File: config.mk
export PLATFORM = sky130hd
export DESIGN_NAME = base_emux_stream
export DESIGN_NICKNAME = d
export VERILOG_FILES = /design/src/rtl/base_emux_stream.sv
export SDC_FILE = /design/constraint.sdc
export NUM_CORES = 1
export LEC_CHECK = 0
export ABC_AREA = 1
export BUFFER_PORTS_ARGS = -buffer_cell sky130_fd_sc_hd__buf_2
export CAP_MARGIN = 25
export CORE_AREA = 2 2 39 41
export CTS_BUF_LIST = sky130_fd_sc_hd__clkbuf_16
export CTS_CLUSTER_SIZE = 30
export DETAILED_ROUTE_END_ITERATION = 6
export DIE_AREA = 0 0 41 43
export PLACE_DENSITY = 0.62
export SYNTH_ARGS = -nofsm -noshare
export SYNTH_HDL_FRONTEND = slang
export SYNTH_SLANG_ARGS = --single-unit
File: constraint.sdc
create_clock -name clk -period 3.1 [get_ports clk]
set_input_delay 0.155 -clock clk [delete_from_list [all_inputs] [get_ports clk]]
set_output_delay 0.155 -clock clk [all_outputs]
set_load 0.01 [all_outputs]
File: src/rtl/base_emux_stream.sv
// base_emux_stream: a stream of encoded way numbers steers beats (pkt=0) or
// whole packets (pkt=1) from one of `ways` valid/ready inputs onto a single
// output. The output sits behind a 2-entry skid buffer, so o_v/o_d/o_e come
// straight from flops and i_r never depends combinationally on o_r.
module base_emux_stream #(
   parameter int width     = 1,
   parameter int ways      = 2,
   parameter int sel_width = $clog2(ways),
   parameter bit pkt       = 1'b0
) (
   input  logic                   clk,
   input  logic                   reset_n,
   input  logic                   s_v,
   output logic                   s_r,
   input  logic [0:sel_width-1]   s_d,
   input  logic [0:ways-1]        i_v,
   output logic [0:ways-1]        i_r,
   input  logic [0:width*ways-1]  i_d,
   input  logic [0:ways-1]        i_e,
   output logic                   o_v,
   input  logic                   o_r,
   output logic [0:width-1]       o_d,
   output logic                   o_e,
   output logic                   o_err
);

   localparam logic [0:0] IDLE   = 1'b0;
   localparam logic [0:0] ACTIVE = 1'b1;

   // One extra bit so a token equal to `ways` still compares correctly.
   localparam logic [sel_width:0] ways_lim = (sel_width + 1)'(ways);

   logic [0:0]           state;
   logic [sel_width-1:0] cur;
   logic [1:0]           count;
   logic [width-1:0]     buf_d [2];
   logic                 buf_e [2];

   logic                 active;
   logic                 full;
   logic                 sel_v;
   logic                 sel_e;
   logic [width-1:0]     sel_d;
   logic                 wr_e;
   logic                 xfer;
   logic                 last;
   logic                 tok_acc;
   logic                 tok_ok;
   logic                 rd;

   assign active  = (state == ACTIVE);
   assign full    = (count == 2'd2);
   assign xfer    = active & sel_v & ~full;
   assign last    = xfer & ((pkt == 1'b0) | sel_e);
   assign s_r     = ~active | last;
   assign tok_acc = s_v & s_r;
   assign tok_ok  = ({1'b0, s_d} < ways_lim);
   assign wr_e    = (pkt == 1'b0) ? 1'b1 : sel_e;
   assign rd      = o_v & o_r;

   assign o_v = (count != 2'd0);
   assign o_d = buf_d[0];
   assign o_e = buf_e[0];

   // Pick valid, end marker and data of the currently steered way.
   always_comb begin
      // NOTE: defaults first so every path assigns and no latch is inferred.
      sel_v = 1'b0;
      sel_e = 1'b0;
      sel_d = '0;
      for (int k = 0; k < ways; k++) begin
         if (cur == sel_width'(k)) begin
            sel_v = i_v[k];
            sel_e = i_e[k];
            sel_d = i_d[k*width +: width];
         end
      end
   end

   // Only the steered way sees ready, and only while the buffer has room.
   always_comb begin
      i_r = '0;
      for (int k = 0; k < ways; k++) begin
         i_r[k] = active & (cur == sel_width'(k)) & ~full;
      end
   end

   // Token FSM: accept a way number, stay ACTIVE until its last beat.
   always_ff @(posedge clk or negedge reset_n) begin
      // NOTE: non-blocking assignments here so every flop samples pre-edge values.
      if (!reset_n) begin
         state <= IDLE;
         cur   <= '0;
         o_err <= 1'b0;
      end else begin
         o_err <= tok_acc & ~tok_ok;
         if (tok_acc && tok_ok) begin
            state <= ACTIVE;
            cur   <= s_d;
         end else if (tok_acc || last) begin
            state <= IDLE;
         end
      end
   end

   // Two-entry skid buffer; entry 0 is the head that drives the output.
   always_ff @(posedge clk or negedge reset_n) begin
      // NOTE: both entries are reset because entry 0 drives o_d/o_e directly
      // and must read zero after reset.
      if (!reset_n) begin
         count    <= 2'd0;
         buf_d[0] <= '0;
         buf_d[1] <= '0;
         buf_e[0] <= 1'b0;
         buf_e[1] <= 1'b0;
      end else begin
         case (count)
            2'd0: begin
               if (xfer) begin
                  buf_d[0] <= sel_d;
                  buf_e[0] <= wr_e;
                  count    <= 2'd1;
               end
            end
            2'd1: begin
               if (xfer && rd) begin
                  buf_d[0] <= sel_d;
                  buf_e[0] <= wr_e;
               end else if (xfer) begin
                  buf_d[1] <= sel_d;
                  buf_e[1] <= wr_e;
                  count    <= 2'd2;
               end else if (rd) begin
                  count    <= 2'd0;
               end
            end
            default: begin
               if (rd) begin
                  buf_d[0] <= buf_d[1];
                  buf_e[0] <= buf_e[1];
                  count    <= 2'd1;
               end
            end
         endcase
      end
   end

endmodule

==> flow_summary.yaml <==
finish:
  layout-drive-gt1-share_pct: 24.1
  antenna_cells: 0
  final_common_cell: "nand2_1"
  fin_nets: 96
  layout_common_cells: "nand2_1 (29), buf_2 (14), inv_1 (9), dfrtp_1 (8), nand3_1 (6)"
  syn_to_final_growth_pct: 37.3
  fin_util_pct: 44.6
clock_network:
  root_buffer: "clkbuf_16"
  cts_buffers: 3
  cts-resized-gates: 0
  post_cts_buffers: 0
  cts.path.max_buffers: 2
  clkLatencyLatePin_ns: 0.22
  clk_pin_slew_worst_paths_ns: 0.03
  htreeDepth: 1
  cts_sinks: 8
  cts_tree: "done"
  hold_buffers: 1
grt:
  grt_max_degree: 9
  overflow: 0
  grt.total_usage_pct: 12.6
  antenna_found_initial: 0
  first_global_vias: 400
  grt_pass1_wl_mm: 1.51
worst_setup_path:
  cp_slowest_cell: "dfrtp_1"
  reg2regPathDepth: 8
  r2r_start: "cur"
  max_stage_delay_ns: 0.44
  reg2reg_slack_ns: 1.90
  required_ns: 2.94
  critPathKind: "reg -> out"
  worstPathArrival_ns: 1.25
  worstPathMaxFanout: 7
  start_kind: "flip-flop"
  end_kind: "output port"
  r2r-end: "o_e"
  crit_top_cell: "nand2_1"
  path_cells: "inv_1, nand2_1, nand2_1, nand3_2, nand2_2, buf_2"
pwr:
  ir_worst_vdd_mv: 0.401
  power_frac_seq_pct: 28.5
  p_int_uw: 410
  switching_power_uw: 237
  switching_share_pct: 36.7
  clkPwrFrac_pct: 31.8
  combPwrFrac_pct: 39.7
  power_leakage_nw: 0.373
  powerDensity_nw_per_um2: 1050
floorplan:
  initial_core_util_pct: 32.5
  ios: 18
  die_area_um2: 1760
  core_um2: 1380
  fp-row-count: 14
  die_y_um: 43
  fp.dieW_um: 41
synthesis:
  synth_fa_ha_area_share_pct: 0
  netlist_instances: 66
  yosysUniqueCellTypes: 12
  syn_nets: 77
  ys_warn_count: 0
  synth.yosys.seq_area_share_pct: 44.6
  yosys.area_share.simple_pct: 43.2
  muxShareOfSynthArea_pct: 0
  ys_ff_latch: 8
  synth_compound_area_share_pct: 2.23
  synth_top_family_by_area: "simple AND/OR/NAND/NOR gates"
  synthXorXnorAreaFrac_pct: 0
  syn_area_um2: 449
  avgSynthCellArea_um2: 6.81
route:
  routed-wl-met3_um: 29
  postRouteAntennaNets: 0
  met1_length_um: 415
  viasPerCell: 4.44
  num_vias: 440
  wl_per_cell_um: 8.72
  wirelength_um: 863
  initialDrtViolationCount: 13
  met2_length_um: 418
  topRoutingLayerUsed: "met3"
  drc: 0
  drtPass1Iterations: 4
sta:
  finalHoldViolCount: 0
  clock_skew_ns: 0.00101
  rsz0062_at_grt: "false"
  fmax_mhz: 710
  tns_ns: 0
  finalCriticalPeriod_ns: 1.41
  hold_slack_ns: 0.161
  finalCritPeriodShare_pct: 45.4
  setup_violations: 0
  maxSlewViolCount: 0
flow_run:
  max_cap_viol_count: 0
outcome:
  outcome: "completed"
placed_design:
  hpwl_um: 718
  gp_congestion: 0.686
  portBuffers: 14
min_path:
  hold_path_class: "in -> reg"
  min_to: "active"
  whs_path_depth: 3
  min_from: "s_v"
==> power by group through the flow <==
stage	Combinational, mW	Sequential (mW)	Clock (mW)
3_3_place_gp	0.257	0.182	0
2_1_floorplan	0.177	0.184	0
4_1_cts	0.263	0.184	0.212
6_report	0.257	0.184	0.206
3_5_place_dp	0.261	0.185	0
5_1_grt	0.303	0.188	0.221
==> cells by family (layout without fill, tap and decap cells) <==
family / count (synthesis) / count (layout)
buffers and inverters: 10 / 27
DFF: 8 / 8
other: 1 / 1
and+or+nand+nor: 45 / 45
AOI/OAI and AO/OA: 2 / 2
==> per-stage QoR <==
stage	instances	power (mW)	area, µm²	setup slack, ns
2_1_floorplan	66	0.361	449	2.03
3_3_place_gp	95	0.439	532	1.92
3_5_place_dp	95	0.446	532	1.90
4_1_cts	99	0.659	617	1.68
5_1_grt	99	0.711	617	1.62
6_report	99	0.647	617	1.69
==> critical path: cells and delay by family (launching register included) <==
kind	cells	cell delay, ns
flip-flops	1	0.44
buffers and inverters	2	0.24
AND/OR/NAND/NOR	4	0.35
==> layer usage <==
metal	vias up	global-route usage (%)
met5	-	0
met4	0	8.00
met3	0	3.14
met2	6	19.1
met1	196	15.1
li1	238	-
==> synth_stat cells <==
| cell | n | area share (%) |
|---|---|---|
| nand2_1 | 29 | 24 |
| nand3_2 | 1 | 2.2 |
| nand4_1 | 2 | 2.8 |
| nor3_1 | 1 | 1.1 |
| nand2_2 | 2 | 2.8 |
| conb_1 | 1 | 0.83 |
| a21oi_1 | 2 | 2.2 |
| nor2_1 | 4 | 3.3 |
| dfrtp_1 | 8 | 45 |
| nand3_1 | 6 | 6.7 |
| buf_4 | 1 | 1.7 |
| inv_1 | 9 | 7.5 |
==> registers in the layout, summed over array words and instances, names as in the netlist <==
name and cells:
count 2, active 1, buf_d 1, buf_e 1, cur 1, o_d 1
o_e 1
==> worst max path at each step <==
| stage | startpoint | to | slack (ns) |
|---|---|---|---|
| final | cur | s_r | 1.69 |
| after detailed placement | cur | o_e | 1.90 |
| after global placement | count[1] | buf_d[0] | 1.92 |
| after floorplan | cur | cur | 2.03 |
| after global routing | cur | s_r | 1.62 |
| after CTS | cur | s_r | 1.68 |
==> final cells by class <==
| type | count | area (µm²) |
|---|---|---|
| tap | 16 | 20.0 |
| sequential | 8 | 200 |
| inverter | 9 | 33.8 |
| multi-input combinational | 48 | 208 |
| fill | 151 | 767 |
| timing repair buffer | 15 | 80.1 |
| clock buffer | 3 | 75.1 |
No activity file was read; power rests on OpenSTA's default activity.
